`config.mk`:
```
export PLATFORM = sky130hd
export DESIGN_NAME = pwm_compare_deadtime
export DESIGN_NICKNAME = d
export VERILOG_FILES = /design/src/rtl/pwm_pkg.sv /design/src/rtl/pwm_deadtime_gen.sv /design/src/rtl/pwm_compare_deadtime.sv
export SDC_FILE = /design/constraint.sdc
export NUM_CORES = 1
export LEC_CHECK = 0
export ABC_CLOCK_PERIOD_IN_PS = 2700
export CORE_MARGIN = 1
export CORE_UTILIZATION = 30
export CTS_CLUSTER_SIZE = 14
export DETAILED_ROUTE_END_ITERATION = 16
export GPL_TIMING_DRIVEN = 0
export SYNTH_ARGS = -nofsm -noshare
export SYNTH_HDL_FRONTEND = slang
export SYNTH_SLANG_ARGS = --single-unit
```
`constraint.sdc`:
```
create_clock -name i_clk -period 2.7 [get_ports i_clk]
set_input_delay 0.405 -clock i_clk [delete_from_list [all_inputs] [get_ports i_clk]]
set_output_delay 0.405 -clock i_clk [all_outputs]
set_load 0.02 [all_outputs]
```
`src/rtl/pwm_pkg.sv`:
```
// Shared definitions for the PWM slice: counter mode encodings used by the period
// counter master, and the 3-bit state encoding of the dead-time generator.
package pwm_pkg;

  localparam logic [1:0] MODE_OFF     = 2'b00;
  localparam logic [1:0] MODE_UP      = 2'b01;
  localparam logic [1:0] MODE_DOWN    = 2'b10;
  localparam logic [1:0] MODE_UP_DOWN = 2'b11;

  typedef enum logic [2:0] {
    StOff  = 3'd0,
    StH    = 3'd1,
    StL    = 3'd2,
    StDtHl = 3'd3,
    StDtLh = 3'd4
  } pwm_state_e;

endpackage

```
`src/rtl/pwm_deadtime_gen.sv`:
```
// Complementary output FSM with programmable dead-time between H and L phases.
// h/l are active-high here; polarity is applied by the parent.
module pwm_deadtime_gen
  import pwm_pkg::*;
#(
  parameter int unsigned DT_WIDTH = 8
) (
  input  logic                clk,
  input  logic                reset,
  input  logic                en,
  input  logic                kill,
  input  logic                raw,
  input  logic                out_en,
  input  logic [DT_WIDTH-1:0] deadtime,
  output logic                h,
  output logic                l
);

  pwm_state_e          state_q, state_d;
  logic [DT_WIDTH-1:0] dt_q, dt_d;

  always_ff @(posedge clk or posedge reset) begin
    if (reset) begin
      state_q <= StOff;
      dt_q    <= '0;
    end else begin
      state_q <= state_d;
      dt_q    <= dt_d;
    end
  end

  always_comb begin
    state_d = state_q;
    dt_d    = dt_q;
    // kill bypasses the enable so a fault shuts the outputs even when frozen
    if (kill) begin
      state_d = StOff;
    end else if (en) begin
      if (!out_en) begin
        state_d = StOff;
      end else begin
        unique case (state_q)
          StOff: state_d = raw ? StH : StL;
          StH: begin
            if (!raw) begin
              if (deadtime == '0) begin
                state_d = StL;
              end else begin
                state_d = StDtHl;
                dt_d    = deadtime;
              end
            end
          end
          StL: begin
            if (raw) begin
              if (deadtime == '0) begin
                state_d = StH;
              end else begin
                state_d = StDtLh;
                dt_d    = deadtime;
              end
            end
          end
          StDtHl: begin
            if (raw) begin
              state_d = StH;
            end else if (dt_q == DT_WIDTH'(1)) begin
              state_d = StL;
            end else begin
              dt_d = dt_q - DT_WIDTH'(1);
            end
          end
          StDtLh: begin
            if (!raw) begin
              state_d = StL;
            end else if (dt_q == DT_WIDTH'(1)) begin
              state_d = StH;
            end else begin
              dt_d = dt_q - DT_WIDTH'(1);
            end
          end
          default: state_d = StOff;
        endcase
      end
    end
  end

  always_comb begin
    h = (state_q == StH);
    l = (state_q == StL);
  end

endmodule

```
`src/rtl/pwm_compare_deadtime.sv`:
```
// Compare stage: double-buffered duty, counter compare and complementary PWM with dead-time.
// Define PWM_FAULT_EN to add the sticky fault input/clear/output.
module pwm_compare_deadtime
  import pwm_pkg::*;
#(
  parameter int unsigned WIDTH    = 16,
  parameter int unsigned DT_WIDTH = 8
) (
  input  logic                i_clk,
  input  logic                i_reset,
  input  logic                i_en,
  input  logic [WIDTH-1:0]    i_counter,
  input  logic                i_sync,
  input  logic [1:0]          i_mode,
  input  logic [WIDTH-1:0]    i_duty,
  input  logic                i_duty_wr,
  input  logic [DT_WIDTH-1:0] i_deadtime,
  input  logic                i_out_en,
  input  logic                i_polarity,
`ifdef PWM_FAULT_EN
  input  logic                i_fault,
  input  logic                i_fault_clr,
  output logic                o_fault,
`endif
  output logic                o_pwm_h,
  output logic                o_pwm_l,
  output logic [WIDTH-1:0]    o_duty_active,
  output logic                o_load_done
);

  logic [WIDTH-1:0] shadow_q, active_q;
  logic             pending_q, load_done_q;
  logic             commit, raw, kill, h, l;

  // A write coinciding with sync commits immediately, even with nothing pending
  assign commit = i_en & i_sync & (pending_q | i_duty_wr);

  always_ff @(posedge i_clk or posedge i_reset) begin
    if (i_reset) begin
      shadow_q    <= '0;
      active_q    <= '0;
      pending_q   <= 1'b0;
      load_done_q <= 1'b0;
    end else begin
      if (i_duty_wr) begin
        shadow_q <= i_duty;
      end
      if (commit) begin
        active_q  <= i_duty_wr ? i_duty : shadow_q;
        pending_q <= 1'b0;
      end else if (i_duty_wr) begin
        pending_q <= 1'b1;
      end
      load_done_q <= commit;
    end
  end

  always_comb begin
    raw = (i_mode != MODE_OFF) && (i_counter < active_q);
  end

`ifdef PWM_FAULT_EN
  logic fault_q;

  always_ff @(posedge i_clk or posedge i_reset) begin
    if (i_reset) begin
      fault_q <= 1'b0;
    end else if (i_fault) begin
      fault_q <= 1'b1;
    end else if (i_fault_clr) begin
      fault_q <= 1'b0;
    end
  end

  assign kill    = i_fault | fault_q;
  assign o_fault = fault_q;
`else
  assign kill = 1'b0;
`endif

  pwm_deadtime_gen #(
    .DT_WIDTH(DT_WIDTH)
  ) u_deadtime_gen (
    .clk     (i_clk),
    .reset   (i_reset),
    .en      (i_en),
    .kill    (kill),
    .raw     (raw),
    .out_en  (i_out_en),
    .deadtime(i_deadtime),
    .h       (h),
    .l       (l)
  );

  assign o_pwm_h       = h ^ i_polarity;
  assign o_pwm_l       = l ^ i_polarity;
  assign o_duty_active = active_q;
  assign o_load_done   = load_done_q;

endmodule

```
==> results.sh, run 1 <==
export IMPL_gp_congestion=0.819
export IMPL_critPathKind="reg -> reg"
export IMPL_status="completed"
export IMPL_fp_dieH_um=93.1
export IMPL_p_total_mw=2.50
export IMPL_max_freq_mhz=379
export IMPL_syn_nets=316
export IMPL_rsz0062_at_grt="true"
export IMPL_hpwl_um=4750
export IMPL_grt_pass1_vias=2069
export IMPL_drcViolationCount=0
export IMPL_reg2reg_depth=10
export IMPL_die_width_um=93.1
export IMPL_cts_tree="built"
export IMPL_rows=32
export IMPL_synth_most_common_cell="dfrtp_1"
export IMPL_clockRootBuffer="clkbuf_8"
export IMPL_dieArea_um2=8660
export IMPL_initial_core_util_pct=31.5
export IMPL_tightest_slew_ps=615
export IMPL_grt_pass1_wl_um=9990
export IMPL_max_cap_viol_count=0
export IMPL_grt_antenna_before_repair=0
export IMPL_hold_class="in -> async"
export IMPL_synth_seq_area_share_pct=45.3
export IMPL_track_usage_pct=15.0
export IMPL_fin_tns_setup_ps=0
export IMPL_setup_viol=0
export IMPL_viasPerCell=4.84
export IMPL_diodes=0
export IMPL_combPwrFrac_pct=43.9
export IMPL_reg2reg_from="o_duty_active[13]$_DFFE_PP0P_"
export IMPL_synth_top_area_share_pct=45.3
export IMPL_synth_edff_count=0
export IMPL_ir_worst_vdd_v=0.000252
export IMPL_fin_skew_ps=7.59
export IMPL_worstSkewPairLatency_ps=300
export IMPL_cp_data_required_time_ps=2880
export IMPL_area_growth_pct=43.8
export IMPL_finalHoldViolCount=0
export IMPL_drt_pass1_iter_count=4
export IMPL_synth_area_top_cells="dfrtp_1 45%, ha_1 8.6%, mux2_2 8.1%, a21oi_1 6.0%, nor2_1 5.1%"
export IMPL_worstPathMaxFanout=8
export IMPL_synthFlopType="dfrtp_1"
export IMPL_wl_per_cell_um=14.6
export IMPL_clkPwrFrac_pct=18.2
export IMPL_yosys_warnings=0
export IMPL_cp_data_arrival_time_ps=2830
export IMPL_htree_levels=2
export IMPL_async_flop_share_pct=100
export IMPL_start_kind="register"
export IMPL_internal_power_mw=1.55
export IMPL_ys_ff_latch=45
export IMPL_grt_max_degree=38
export IMPL_rrSetupSlack_ps=60
export IMPL_cts_sinks=45
export IMPL_synth_commonest_cells="45 x dfrtp_1, 34 x nor2_1, 30 x a21oi_1"
export IMPL_drv_slew=0
export IMPL_fp_coreArea_um2=7890
export IMPL_totalWireLength_um=6390
export IMPL_sw_frac_of_total_pct=37.8
export IMPL_powerDensity_nw_per_um2=699
export IMPL_relSlewSlack_pct=59.0
export IMPL_min_period_ps=2640
export IMPL_clkSlewWorstSetupHoldPaths_ps=90
export IMPL_synthesis_instances=250
export IMPL_p_leak_nw=1.53
export IMPL_vias=2112
export IMPL_overflow=0
export IMPL_numCtsBuffers=5
export IMPL_antenna_left=0
export IMPL_synth_top_cell_by_area="dfrtp_1"
export IMPL_port_buffers=66
export IMPL_fin_crit_sh_pct=97.8
export IMPL_critPathCaptureType="register"
export IMPL_pwr_share_seq_pct=37.9
export IMPL_layout_nets=399
export IMPL_drt_iter0_drc=86
export IMPL_synthesis_area_um2=2490
export IMPL_clockBufferDepth=2
export IMPL_netSwitchingPower_mw=0.945
export IMPL_synth_area_per_cell_um2=9.95
export IMPL_ios=68
export IMPL_reg2reg_to="u_deadtime_gen.dt_q[1]$_DFFE_PP0P_"
export IMPL_ys_types=50
export IMPL_final_layout_size_suffix_gt1_share_pct=17.4
[power by group through the flow]
stage	Combinational [mW]	Clock, mW	Sequential (mW)
floorplan	0.616	0	0.984
global placement	1.00	0	0.952
detailed placement	1.01	0	0.953
CTS	1.02	0.480	0.941
global route	1.21	0.502	0.966
finish	1.10	0.455	0.946
[logic make-up after synthesis]
logic type	count (synthesis)	share of synthesized area, %
adder cells (fa/ha/maj)	17	8.55
flip-flops	45	45.3
AND/OR/NAND/NOR	71	14.3
multiplexers	19	8.55
XOR/XNOR	2	0.704
buffers and inverters	28	4.53
AO/OA/AOI/OAI	68	18.1
[critical path: stages (launching register included)]
cell and delay (ps):
dfrtp_1 350, inv_1 90, ha_4 270, nand4_1 140, nor3_2 260, or4b_4 550, a311oi_4 310, o21ai_4 140
buf_6 150, a211oi_2 210, a21oi_2 50
[stage by stage]
stage               area (um^2)  utilization (%)  hold slack (ps)  instances  setup WS (ps)
floorplan                  2490                -              469        250            193
global placement           3280             41.5              481        418           -473
detailed placement         3300             41.8              485        419           -437
CTS                        3410             43.2              346        428          -5.03
global route               3580             45.3              352        436          -69.2
finish                     3580             45.3              341        436           58.9
[placed cells by master, fill, tap and decap left out, types with 5 or more instances in the layout]
master,instances
inv_1,15
nand2_1,11
ha_1,13
a21oi_1,30
clkbuf_1,7
dfrtp_1,45
buf_4,8
o22a_1,5
mux2_2,18
clkbuf_8,6
nor2_1,34
clkdlybuf4s50_1,62
[worst max-delay path by stage]
stage / start / endpoint / slack, ps
2_1_floorplan: o_duty_active[15]$_DFFE_PP0P_ / u_deadtime_gen.dt_q[3]$_DFFE_PP0P_ / 190
3_3_place_gp: i_counter[15] / u_deadtime_gen.dt_q[3]$_DFFE_PP0P_ / -470
3_5_place_dp: i_counter[15] / u_deadtime_gen.dt_q[7]$_DFFE_PP0P_ / -440
4_1_cts: i_counter[15] / u_deadtime_gen.dt_q[1]$_DFFE_PP0P_ / -5
5_1_grt: o_duty_active[14]$_DFFE_PP0P_ / u_deadtime_gen.dt_q[1]$_DFFE_PP0P_ / -70
6_report: o_duty_active[13]$_DFFE_PP0P_ / u_deadtime_gen.dt_q[1]$_DFFE_PP0P_ / 60
[layout make-up]
class                      instances  area, um^2
clock inverter                     2        17.5
buffer                             9        41.3
timing repair buffer              76         762
sequential                        45        1130
fill                             738        4310
multi-input combinational        177        1350
inverter                          19        71.3
clock buffer                       6        82.6
tap                              102         128
[what timing repair did]
item | CTS | global route
endpoints found under the hold margin | 0 | 0
hold buffers | 0 | 0
buffers inserted | 1 | 7
cloned | 0 | 1
setup endpoints to repair | 11 | 11
pin swaps | 2 | 9
resized for setup | 1 | 20
[routing by layer]
layer	vias to the layer above	global-route usage [%]	wire length, um
met3	4	2.76	222
met2	43	25.5	3150
li1	1056	-	-
met1	1009	19.7	2970
met4	0	3.46	46
met5	-	0	0
[state kept, by name, summed over array words and instances (netlist names)]
signal	count
u_deadtime_gen.state_q	3
shadow_q	16
pending_q	1
u_deadtime_gen.dt_q	8
o_duty_active	16
o_load_done	1
No activity file was read; power rests on OpenSTA's default activity.
==> run 2, diff against run 1 <==
Settings changed: CAP_MARGIN from default to 15.
==> results of run 2 <==
The final DEF is identical to that of run 1; final timing and power are the same.
==> run 3, diff against run 2 <==
Settings changed: CELL_PAD_IN_SITES_DETAIL_PLACEMENT from default to 2, CELL_PAD_IN_SITES_GLOBAL_PLACEMENT from default to 2, CORE_MARGIN 1 to default, CORE_UTILIZATION 30 to 29, PLACE_DENSITY_LB_ADDON from default to 0.1.
==> results.sh, run 3 (synthesis gave the netlist of run 1 again) <==
export IMPL_post_route_util_pct=43.7
export IMPL_drv_slew=0
export IMPL_rsz0062_at_grt="true"
export IMPL_fin_skew_ps=7.07
export IMPL_n_fill_cell=880
export IMPL_hold_slack_ps=323
export IMPL_cts_tree="built"
export IMPL_overflow=0
export IMPL_initial_core_util_pct=30.1
export IMPL_max_cap_viol_count=0
export IMPL_htree_levels=2
export IMPL_cts_sinks=45
export IMPL_gp_congestion=0.753
export IMPL_fin_tns_setup_ps=0
export IMPL_cp_data_arrival_time_ps=2830
export IMPL_totalWireLength_um=7520
export IMPL_viasPerCell=4.98
export IMPL_timing_final_ws_setup_ps=58.1
export IMPL_worstPathMaxFanout=5
export IMPL_fin_crit_sh_pct=97.8
export IMPL_startpoint="i_counter[11]"
export IMPL_reg2reg_from="o_duty_active[13]$_DFFE_PP0P_"
export IMPL_start_kind="input pin"
export IMPL_layout_common_cells="62 x clkdlybuf4s50_1, 45 x dfrtp_1, 34 x nor2_1, 30 x a21oi_1, 18 x mux2_2"
export IMPL_worstSkewPairLatency_ps=300
export IMPL_final_layout_size_suffix_gt1_share_pct=17.7
export IMPL_max_freq_mhz=379
export IMPL_pre_cts_slack_ps=-473
export IMPL_powerDensity_nw_per_um2=748
export IMPL_drcViolationCount=0
export IMPL_clockBufferDepth=2
export IMPL_drt_pass1_iter_count=4
export IMPL_vias=2186
export IMPL_track_usage_pct=17.5
export IMPL_finalHoldViolCount=0
export IMPL_critPathKind="in -> reg"
export IMPL_grt_max_degree=40
export IMPL_status="completed"
export IMPL_layout_nets=399
export IMPL_hold_class="in -> async"
export IMPL_cpPeakStageDelay_ps=540
export IMPL_crit_slowest_cell="or4b_4"
export IMPL_grt_pass1_vias=2348
export IMPL_diodes=0
export IMPL_numCtsBuffers=5
export IMPL_multi_input_area_um2=1340
export IMPL_register_area_um2=1130
export IMPL_dieArea_um2=8950
export IMPL_area_growth_pct=45.1
export IMPL_p_leak_nw=1.55
export IMPL_clockRootBuffer="clkbuf_8"
export IMPL_cp_common_cell="buf_6"
export IMPL_tightest_slew_ps=594
export IMPL_cp_data_required_time_ps=2890
export IMPL_ios=68
export IMPL_setup_viol=0
export IMPL_critPathCaptureType="register"
export IMPL_drt_iter0_drc=69
export IMPL_relSlewSlack_pct=60.4
export IMPL_min_period_ps=2640
export IMPL_crit_buf_inv=3
export IMPL_port_buffers=66
export IMPL_clkSlewWorstSetupHoldPaths_ps=90
export IMPL_hpwl_um=5470
export IMPL_final_common_cell="clkdlybuf4s50_1"
export IMPL_die_width_um=94.6
export IMPL_worstPathCellList="clkdlybuf4s50_1, ha_1, nand2_2, nor3_2, or4b_4, a311oi_4, o21ai_4, buf_6, buf_6, a211oi_2, a21oi_2"
export IMPL_fp_dieH_um=94.6
export IMPL_wl_per_cell_um=17.1
export IMPL_rows=33
export IMPL_ir_worst_vdd_v=0.000263
export IMPL_antenna_left=0
export IMPL_grt_antenna_before_repair=0
export IMPL_grt_pass1_wl_um=11800
export IMPL_critPathTopFamily="simple AND/OR/NAND/NOR gates"
export IMPL_fp_coreArea_um2=8260
## run 3: final timing paths
| path | end | cells past startpoint | slack, ps |
|---|---|---|---|
| worst max-delay path | u_deadtime_gen.dt_q[1]$_DFFE_PP0P_ | 11 | 60 |
| worst min-delay path | u_deadtime_gen.dt_q[6]$_DFFE_PP0P_ | 2 | 320 |
| worst max register to register | u_deadtime_gen.dt_q[1]$_DFFE_PP0P_ | 11 | 70 |
| worst min register to register | shadow_q[12]$_DFF_PP0_ | 1 | 500 |
| max in group asynchronous | u_deadtime_gen.state_q[0]$_DFFE_PP0P_ | 3 | 1910 |
| min in group i_clk | shadow_q[12]$_DFF_PP0_ | 1 | 500 |
## run 3: cell type report
type | instances | area share [%]
Timing Repair Buffer | 77 | 21.2
Clock inverter | 3 | 1.80
Inverter | 19 | 1.98
Clock buffer | 5 | 1.91
Buffer | 8 | 1.04
Multi-Input combinational cell | 177 | 37.2
Tap cell | 105 | 3.64
Sequential cell | 45 | 31.2
## run 3: what timing repair did
action	in CTS	in global routing
pin swaps	2	9
endpoints found under the setup margin	11	12
hold endpoints to repair	0	0
setup buffers	2	7
gates resized for setup	4	16
hold buffers	0	0
cloned	0	1
## run 3: stage by stage
| step | power [mW] | instances | cell area, um^2 |
|---|---|---|---|
| floorplan | 1.60 | 250 | 2490 |
| global placement | 1.97 | 421 | 3280 |
| detailed placement | 2.01 | 422 | 3300 |
| CTS | 2.66 | 432 | 3480 |
| global route | 2.89 | 439 | 3610 |
| finish | 2.70 | 439 | 3610 |
## run 3: where the power goes
part,leakage (nW),switching (mW),total [mW],internal (mW)
Clock,0.0681,0.252,0.621,0.368
Combinational,0.958,0.585,1.11,0.521
Sequential,0.519,0.150,0.972,0.822
## run 3: per-layer routing
layer / wire, um / track usage [%]
met3: 163 / 2.58
met1: 3310 / 22.3
met2: 3950 / 31.0
met4: 89 / 4.17
met5: 0 / 0
